## src/rtl/ng_par_seq.sv

```systemverilog
// ng_par_seq: sequencer/arbiter for the parity generator/checker datapath.
// Two requesters share one datapath: memory-read check (MRD) and memory-write
// generate (MWR). The block runs a fixed pulse sequence per operation, samples
// the datapath parity-fail line, counts reported failures and raises a sticky
// restart request once the count reaches ALM_THRESH.
// Optional build macro: PAR_SEQ_RETRY_EN (one retry of a failing read test).
//
// Handshake: MRD_REQ/MWR_REQ are levels held by the requester until the
// matching DONE pulse; DONE is a single-cycle completion strobe, CHK_FAIL is
// only meaningful while MRD_DONE is high, and a requester may drop its request
// at any time without aborting an operation already granted.
module ng_par_seq #(
   parameter int ALM_THRESH = 4,
   parameter int CNT_W      = 8
) (
   input  logic             CLK2,
   input  logic             GENRST,
   input  logic             MRD_REQ,
   input  logic             MWR_REQ,
   output logic             MRD_DONE,
   output logic             MWR_DONE,
   output logic             CHK_FAIL,
   input  logic             PAR_FAIL_IN,
   output logic             CP_WP,
   output logic             CP_WP2,
   output logic             CP_RP2,
   output logic             CP_GP,
   output logic             CP_TP,
   output logic             CP_WE,
   output logic             CLR_PAR_ALM,
   input  logic             ALM_ACK,
   output logic [CNT_W-1:0] FAIL_CNT,
   output logic             RESTART,
   output logic [3:0]       dbg_state
);

   typedef enum logic [3:0] {
      IDLE  = 4'd0,
      R_LDP = 4'd1,
      R_TST = 4'd2,
      R_END = 4'd3,
      W_LDP = 4'd4,
      W_SV2 = 4'd5,
      W_GEN = 4'd6,
      W_WRT = 4'd7,
      W_END = 4'd8
   } state_t;

   localparam logic [CNT_W-1:0] CNT_ONE = CNT_W'(1);
   localparam logic [CNT_W-1:0] CNT_MAX = '1;
   localparam logic [CNT_W-1:0] THRESH  = CNT_W'(ALM_THRESH);

   state_t           state;
   logic             last_mwr;   // 1: the most recent grant went to MWR
   logic             cnt_inc;
   logic [CNT_W-1:0] cnt_next;
`ifdef PAR_SEQ_RETRY_EN
   logic             retried;    // the current read has already used its retry
`endif

   assign dbg_state = state;

   // Next failure count: acknowledge clears and beats a simultaneous increment.
   always_comb begin
      cnt_inc  = (state == R_END) && CHK_FAIL;
      cnt_next = FAIL_CNT;
      if (ALM_ACK) begin
         cnt_next = '0;
      end else if (cnt_inc && (FAIL_CNT != CNT_MAX)) begin
         cnt_next = FAIL_CNT + CNT_ONE;
      end
   end

   // Sequencer FSM with registered control pulses, failure counter and restart flag.
   always_ff @(posedge CLK2) begin
      if (GENRST) begin
         state       <= IDLE;
         last_mwr    <= 1'b1;
         CP_WP       <= 1'b0;
         CP_WP2      <= 1'b0;
         CP_RP2      <= 1'b0;
         CP_GP       <= 1'b0;
         CP_TP       <= 1'b0;
         CP_WE       <= 1'b0;
         MRD_DONE    <= 1'b0;
         MWR_DONE    <= 1'b0;
         CHK_FAIL    <= 1'b0;
         CLR_PAR_ALM <= 1'b0;
         FAIL_CNT    <= '0;
         RESTART     <= 1'b0;
`ifdef PAR_SEQ_RETRY_EN
         retried     <= 1'b0;
`endif
      end else begin
         // Pulses are one cycle wide: everything returns to idle unless set below.
         CP_WP       <= 1'b0;
         CP_WP2      <= 1'b0;
         CP_RP2      <= 1'b0;
         CP_GP       <= 1'b0;
         CP_TP       <= 1'b0;
         CP_WE       <= 1'b0;
         MRD_DONE    <= 1'b0;
         MWR_DONE    <= 1'b0;
         CHK_FAIL    <= 1'b0;
         CLR_PAR_ALM <= 1'b1;
         FAIL_CNT    <= cnt_next;
         RESTART     <= ALM_ACK ? 1'b0 : (RESTART | (cnt_next >= THRESH));

         case (state)
            IDLE: begin
               // Round-robin on a tie: MRD wins unless it was granted last.
               if (MRD_REQ && (!MWR_REQ || last_mwr)) begin
                  state    <= R_LDP;
                  CP_WP    <= 1'b1;
                  last_mwr <= 1'b0;
`ifdef PAR_SEQ_RETRY_EN
                  retried  <= 1'b0;
`endif
               end else if (MWR_REQ) begin
                  state    <= W_LDP;
                  CP_WP    <= 1'b1;
                  last_mwr <= 1'b1;
               end
            end
            R_LDP: begin
               state <= R_TST;
               CP_TP <= 1'b1;
            end
            R_TST: begin
`ifdef PAR_SEQ_RETRY_EN
               if (PAR_FAIL_IN && !retried) begin
                  state   <= R_LDP;
                  CP_WP   <= 1'b1;
                  retried <= 1'b1;
               end else begin
                  state    <= R_END;
                  MRD_DONE <= 1'b1;
                  CHK_FAIL <= PAR_FAIL_IN;
               end
`else
               state    <= R_END;
               MRD_DONE <= 1'b1;
               CHK_FAIL <= PAR_FAIL_IN;
`endif
            end
            R_END: begin
               state <= IDLE;
               if (CHK_FAIL) begin
                  CLR_PAR_ALM <= 1'b0;
               end
            end
            W_LDP: begin
               state  <= W_SV2;
               CP_WP2 <= 1'b1;
            end
            W_SV2: begin
               state  <= W_GEN;
               CP_GP  <= 1'b1;
               CP_RP2 <= 1'b1;
            end
            W_GEN: begin
               state <= W_WRT;
               CP_WE <= 1'b1;
            end
            W_WRT: begin
               state    <= W_END;
               MWR_DONE <= 1'b1;
            end
            W_END: begin
               state <= IDLE;
            end
            default: begin
               state <= IDLE;
            end
         endcase
      end
   end

endmodule

```

## config.mk

```make
export PLATFORM = sky130hd
export DESIGN_NAME = ng_par_seq
export DESIGN_NICKNAME = d
export VERILOG_FILES = /design/src/rtl/ng_par_seq.sv
export SDC_FILE = /design/constraint.sdc
export NUM_CORES = 1
export LEC_CHECK = 0
export ABC_AREA = 1
export CELL_PAD_IN_SITES_DETAIL_PLACEMENT = 1
export CELL_PAD_IN_SITES_GLOBAL_PLACEMENT = 1
export CORE_UTILIZATION = 35
export CTS_CLUSTER_DIAMETER = 80
export DETAILED_ROUTE_END_ITERATION = 8
export GPL_TIMING_DRIVEN = 1
export HOLD_SLACK_MARGIN = 0.03
export PLACE_DENSITY = 0.85
export SETUP_SLACK_MARGIN = 0.02
export SLEW_MARGIN = 20
export SYNTH_ARGS = -nofsm -noshare
export SYNTH_HDL_FRONTEND = slang
export SYNTH_SLANG_ARGS = --single-unit
```

## constraint.sdc

```tcl
create_clock -name CLK2 -period 3.4 [get_ports CLK2]
set_input_delay 0.34 -clock CLK2 [delete_from_list [all_inputs] [get_ports CLK2]]
set_output_delay 0.34 -clock CLK2 [all_outputs]
set_load 0.005 [all_outputs]
```

# [Yosys cells after proc, flatten, opt, wreduce, memory -nomap -nowiden]
# Cells that the tools add are included.
[word_totals] regBits=23 in_bits=6 out_inout_bits=23 elab_cells=55
[op_classes] add_sub_neg=1 n_lt_le_gt_ge=1 n_eq_ne=9 n_mux=17 bitwise=3 reduce_logical=11
[ops] cell="one-hot mux 4 bit (7 select lines)" n=1
[ops] cell="== test 4 x 3 -> 1 bit, second input constant" n=4
[ops] cell="2-to-1 mux 8 bit" n=2
[ops] cell="2-to-1 mux 1 bit" n=12
[ops] cell="adder 8 x 1 -> 8 bit, second input constant" n=1
[ops] cell="== test 4 x 2 -> 1 bit, second input constant" n=2
[ops] cell=">= comparator 8 x 3 -> 1 bit, second input constant" n=1
[ops] cell="2-to-1 mux 4 bit" n=2
[ops] cell="!= test 8 bit, second input constant" n=1
[ops] cell="OR reduction 2 bit" n=3
[ops] cell="== test 4 x 1 -> 1 bit, second input constant" n=1
[ops] cell="zero test 4 bit" n=1
[ops] cell="logical AND 1 bit" n=3
[ops] cell="!= test 3 bit, second input constant" n=1
[ops] cell="inverter 1 bit" n=2
[ops] cell="AND reduction 2 bit" n=1
[ops] cell="nonzero test 2 bit" n=1
[ops] cell="zero test 1 bit" n=1
[ops] cell="logical OR 1 bit" n=1
[ops] cell="OR 1 bit" n=1

# [Depth between registers and ports, before layout]
[depth] word_depth=7 mapped_depth=12 mapped_depth_nobuf=12

# [Worst setup path after synthesis]
# OpenSTA, ideal clock, no wires.
[synth_path] path_kind="reg-to-reg" from="register FAIL_CNT[0]" to="register RESTART" setup_ns=0.114 t_arrival_ns=1.443 required_ns=3.286 slack_ns=1.843 stages_incl_launch_ff=13 path_buffers=0 synth_period_minus_slack_ns=1.557 path_cell_list="dfxtp_1 > ha_1 > nand2_1 > nor2_4 > nand2_2 > nand2_4 > inv_4 > nand2_1 > nand2_1 > nand2_2 > nand3_2 > nor2_1 > nor2_1"
[synth_via] elab_chain_cells=6 elab_cells_between_ends=7 classes_between="1 x add/sub; 1 x order compare; 1 x eq/ne; 2 x mux; 1 x bitwise; 1 x reduce/logical"
[synth_rtl] item="from (decl)" line="32" source="output logic [CNT_W-1:0] FAIL_CNT,"
[synth_rtl] item="from (signal assigned)" line="106" source="FAIL_CNT <= cnt_next;"
[synth_rtl] item="parallel branches: the longest is 2 deep, another holds adder 8 x 1 -> 8 bit"
[synth_rtl] item="2-to-1 mux 8 bit *" line="69" source="end else if (cnt_inc && (FAIL_CNT != CNT_MAX)) begin"
[synth_rtl] item="2-to-1 mux 8 bit *" line="67" source="if (ALM_ACK) begin"
[synth_rtl] item=">= comparator 8 x 3 -> 1 bit *" line="107" source="RESTART <= ALM_ACK ? 1'b0 : (RESTART | (cnt_next >= THRESH));"
[synth_rtl] item="OR 1 bit *" line="107"
[synth_rtl] item="to (signal assigned)" line="107"
[synth_rtl] item="to (decl)" line="33" source="output logic RESTART,"
# Every way passes the cells marked *.
# A chain may end at the register's enable or synchronous reset.

# [Worst setup path after layout]
# Same ends and word-level chain as after synthesis.

==> tab_implementation.tex <==
\begin{tabular}{lr}
\hline
Metric & Value \\
\hline
\multicolumn{2}{l}{\textbf{Outcome}} \\
\quad Outcome & finished with violations \\
\quad Violations in the final reports & design-rule violations \\
\multicolumn{2}{l}{\textbf{Die}} \\
\quad Die ar. & 3230 µm² \\
\quad Number of placement rows & 19 \\
\quad Overall die height & 56.8 µm \\
\quad Initial cell density of the core & 37.5\% \\
\quad Core area & about 2800 µm² \\
\quad Width of the die & 56.8 µm \\
\quad Boundary pin count & 29 \\
\multicolumn{2}{l}{\textbf{STA}} \\
\quad \# setup viols final & 0 \\
\quad Final Cycle Share & 53.0\% \\
\quad RSZ-0062 raised after global routing & no \\
\quad Max Freq & 554 MHz \\
\quad Layout Skew & 0.0117 ns \\
\quad Worst max-slew margin expressed relative to the limit & a little over three fifths \\
\quad Final hold violation count & 0 \\
\quad Summed negative setup slack over all endpoints & 0 ns \\
\quad Pins over their slew limit & 0 \\
\quad Transition at the pin with the smallest max-transition slack & 0.558 ns \\
\quad Minimum clock period after layout & 1.80 ns \\
\multicolumn{2}{l}{\textbf{Final layout}} \\
\quad Number of flip-flops in the largest register & 8 \\
\quad Finished layout cell area & $\sim$1400 µm² \\
\quad Final-layout fill cell count & $\sim$350 \\
\quad Synth-to-layout area growth & 31.2\% \\
\quad Largest register by flop count & FAIL\_CNT \\
\quad Final \#Nets & 180 \\
\quad Register cell area after layout & 460 µm² \\
\quad Layout cell share with drive strength beyond 1 & a little under 9\% \\
\quad Final std cells w/o fill & roughly 200 \\
\quad Area taken by multi-input logic gates & roughly 500 µm² \\
\quad Antenna Diode Count & 0 \\
\quad Final core utilization & 49.2\% \\
\multicolumn{2}{l}{\textbf{Worst setup path}} \\
\quad Startpoint Class & flip-flop \\
\quad Arrival @ worst endpoint & 2.02 ns \\
\quad Critical-path maximum fanout & 8 \\
\quad Register-to-Register Path Depth & 12 \\
\quad Crit path capture type & flip-flop \\
\quad CP Class & flip-flop to flip-flop \\
\quad Endpoint required time on the critical path & 3.61 ns \\
\quad R2R setup slack & 1.60 ns \\
\multicolumn{2}{l}{\textbf{Routing}} \\
\quad Routed wire length & 2780 µm \\
\quad Pre-Repair DR Iteration Count & 6 \\
\quad Total via count in the routed design & 1026 \\
\quad First DRT Iteration DRCs & 30 \\
\quad Number of nets with antenna violations after routing & 0 \\
\quad Average detailed-routed wire length per instance & approximately 14 µm \\
\quad DR DRC count & 4 \\
\quad Via-per-instance ratio & 5.05 \\
\multicolumn{2}{l}{\textbf{Place}} \\
\quad Cell count after placement & 199 \\
\quad Number of buffers inserted by port buffering & 28 \\
\quad HPWL after detailed placement & 2210 µm \\
\quad GP Congestion & slightly above 0.8 \\
\quad Post-place instance area & 1350 µm² \\
\multicolumn{2}{l}{\textbf{Synth}} \\
\quad Synthesized-area fraction occupied by xor and xnor cells & less than 1\% \\
\quad Primary flip-flop cell chosen by synthesis mapping & dfxtp\_1 \\
\quad Most instantiated library cell after synthesis & nand2\_1 \\
\quad Post-synthesis instance total & 143 \\
\quad Number of enable flip-flop cells after synthesis & 0 \\
\quad Most area-hungry cell type in the Yosys netlist & dfxtp\_1 \\
\quad Cell variety after synth & 27 \\
\quad Dominant combinational cell family by area after synthesis & simple AND/OR/NAND/NOR gates \\
\quad Post-synthesis cell area & approximately 1100 µm² \\
\quad Post-synthesis share of cell area spent on and, or, nand and nor gates & between 40\% and 50\% \\
\quad Sequential-to-total area share from yosys stat & 43.8\% \\
\quad Async set or reset register ratio after synthesis & 0\% \\
\quad Synthesis-stage register bit count & 23 \\
\quad Multiplexer fraction of the synthesized cell area & 0\% \\
\quad Most numerous cell types in the synthesized netlist & nand2\_1, nor2\_1, dfxtp\_1 \\
\quad Syn\_area\_per\_cell & about 7.3 µm² \\
\quad Adder and majority cell fraction of the synthesized area & 1.19\% \\
\quad Net Count, Synth & 150 \\
\quad Area fraction of the dominant cell type after synthesis & between 40\% and 50\% \\
\quad Fraction of the mapped netlist area in compound gates & 4.17\% \\
\quad Warnings, synthesis & 0 \\
\quad Most area-consuming cells after synthesis & dfxtp\_1, nand2\_1, nor2\_1 \\
\multicolumn{2}{l}{\textbf{CTS}} \\
\quad TritonCTS clock tree & built \\
\quad Clk\_lat worst skew & 0.31 ns \\
\quad Post-cts repair resize count & 0 \\
\quad Number of CTS-inserted buffers & 3 \\
\quad Level count of the clock H-tree & 1 \\
\quad Library cell used as clock root buffer & clkbuf\_4 \\
\quad Cts hold-fix bufs & 0 \\
\quad \# Post-CTS Setup Buffers & 0 \\
\quad TritonCTS Sinks & 23 \\
\quad Clock-pin slew on the worst setup and hold paths & 0.13 ns \\
\quad Largest buffer count on any clock path & 2 \\
\multicolumn{2}{l}{\textbf{Pwr}} \\
\quad Internal power component & 0.369 mW \\
\quad Share of total power in the clock network & 25.1\% \\
\quad Part of the power in registers & 58.8\% \\
\quad Peak VDD IR & 0.000238 V \\
\quad Portion of total power attributed to combinational logic & 16.1\% \\
\quad Areal power density over the cells & 370 nW/µm² \\
\quad Total Power Consumption & 0.510 mW \\
\quad Switching portion of total power & 27.6\% \\
\quad Static leakage power & 0.563 nW \\
\quad Switching power summed over all nets & 0.141 mW \\
\multicolumn{2}{l}{\textbf{Hold path}} \\
\quad Worst min path class & flip-flop to flip-flop \\
\quad Hold Path Stages & 1 \\
\multicolumn{2}{l}{\textbf{Global routing}} \\
\quad Overflow left after global routing & 0 \\
\quad Number of global-route vias before repair & about 1000 \\
\quad Pin count of the biggest net entering global routing & 15 \\
\quad First-pass GRT wire length & between 4000 and 5000 µm \\
\quad Number of antenna violations at the first check in global routing & 0 \\
\quad Global routing usage summed across all routing layers & about a fifth \\
\multicolumn{2}{l}{\textbf{Flow run}} \\
\quad Max-capacitance violation count & 0 \\
\hline
\end{tabular}
-- area by class of cell --
class	count	share of cell area, %
Multi-Input combinational cell	99	36.4
Sequential cell	23	33.4
Timing Repair Buffer	28	20.3
Inverter	18	5.08
Tap cell	31	2.81
Clock buffer	3	1.63
Clock inverter	1	0.363
-- critical path, cell delays in order (launching register included) --
cell,delay [ns]
dfxtp_1,0.49
ha_1,0.25
nand2_1,0.10
nor2_4,0.14
nand2_2,0.11
nand2_4,0.12
inv_4,0.06
nand2_1,0.06
nand2_1,0.05
nand2_1,0.09
nand3_2,0.08
nor2_1,0.10
nor2_1,0.05
-- layout by cell type (no fill, tap or decap), types with 2 or more instances in the layout --
| master | Yosys | final |
|---|---|---|
| inv_1 | 14 | 14 |
| nor3_1 | 5 | 5 |
| nand2_2 | 2 | 2 |
| nor2_1 | 25 | 25 |
| nand4_1 | 4 | 4 |
| nor3b_1 | 2 | 2 |
| dfxtp_1 | 23 | 23 |
| o21ai_0 | 2 | 2 |
| nand2_1 | 33 | 33 |
| clkbuf_4 | 0 | 3 |
| inv_2 | 3 | 3 |
| nand3_1 | 13 | 13 |
| clkdlybuf4s50_1 | 0 | 28 |
-- through the flow --
stage | hold slack, ns | worst slack, ns
final | 0.492 | 1.60
after global routing | 0.512 | 1.44
after CTS | 0.501 | 1.60
after detailed placement | 0.477 | 1.59
after global placement | 0.465 | 1.64
after floorplan | 0.416 | 1.84
-- worst paths after layout --
kind	start	endpoint
setup / recovery	FAIL_CNT[0]$_SDFF_PP0_	RESTART$_SDFF_PP0_
hold / removal	dbg_state[3]$_SDFFE_PP0P_	dbg_state[0]$_SDFFE_PP0P_
setup reg to reg	FAIL_CNT[0]$_SDFF_PP0_	RESTART$_SDFF_PP0_
hold reg to reg	dbg_state[3]$_SDFFE_PP0P_	dbg_state[0]$_SDFFE_PP0P_
-- layer usage --
layer	vias up	track usage, %	wire (µm)	share of wire (%)
li1	514	-	-	-
met1	488	24.5	1280	46
met2	19	33.3	1380	50
met3	5	2.76	81	2.9
met4	0	6.27	34	1.2
met5	-	0	0	0
-- logic make-up after synthesis --
family,Yosys count
buffers and inverters,21
adder cells (fa/ha/maj),1
XOR/XNOR,1
flip-flops,23
AO/OA/AOI/OAI,7
AND/OR/NAND/NOR,90
-- power groups by stage --
stage | Sequential [mW] | Clock, mW | Combinational [mW]
after floorplan | 0.305 | 0 | 0.0396
after global placement | 0.305 | 0 | 0.0795
after detailed placement | 0.306 | 0 | 0.0820
after CTS | 0.300 | 0.131 | 0.0826
after global routing | 0.303 | 0.143 | 0.0917
final | 0.300 | 0.128 | 0.0821
Note: power is estimated with default switching activity, not from simulation.
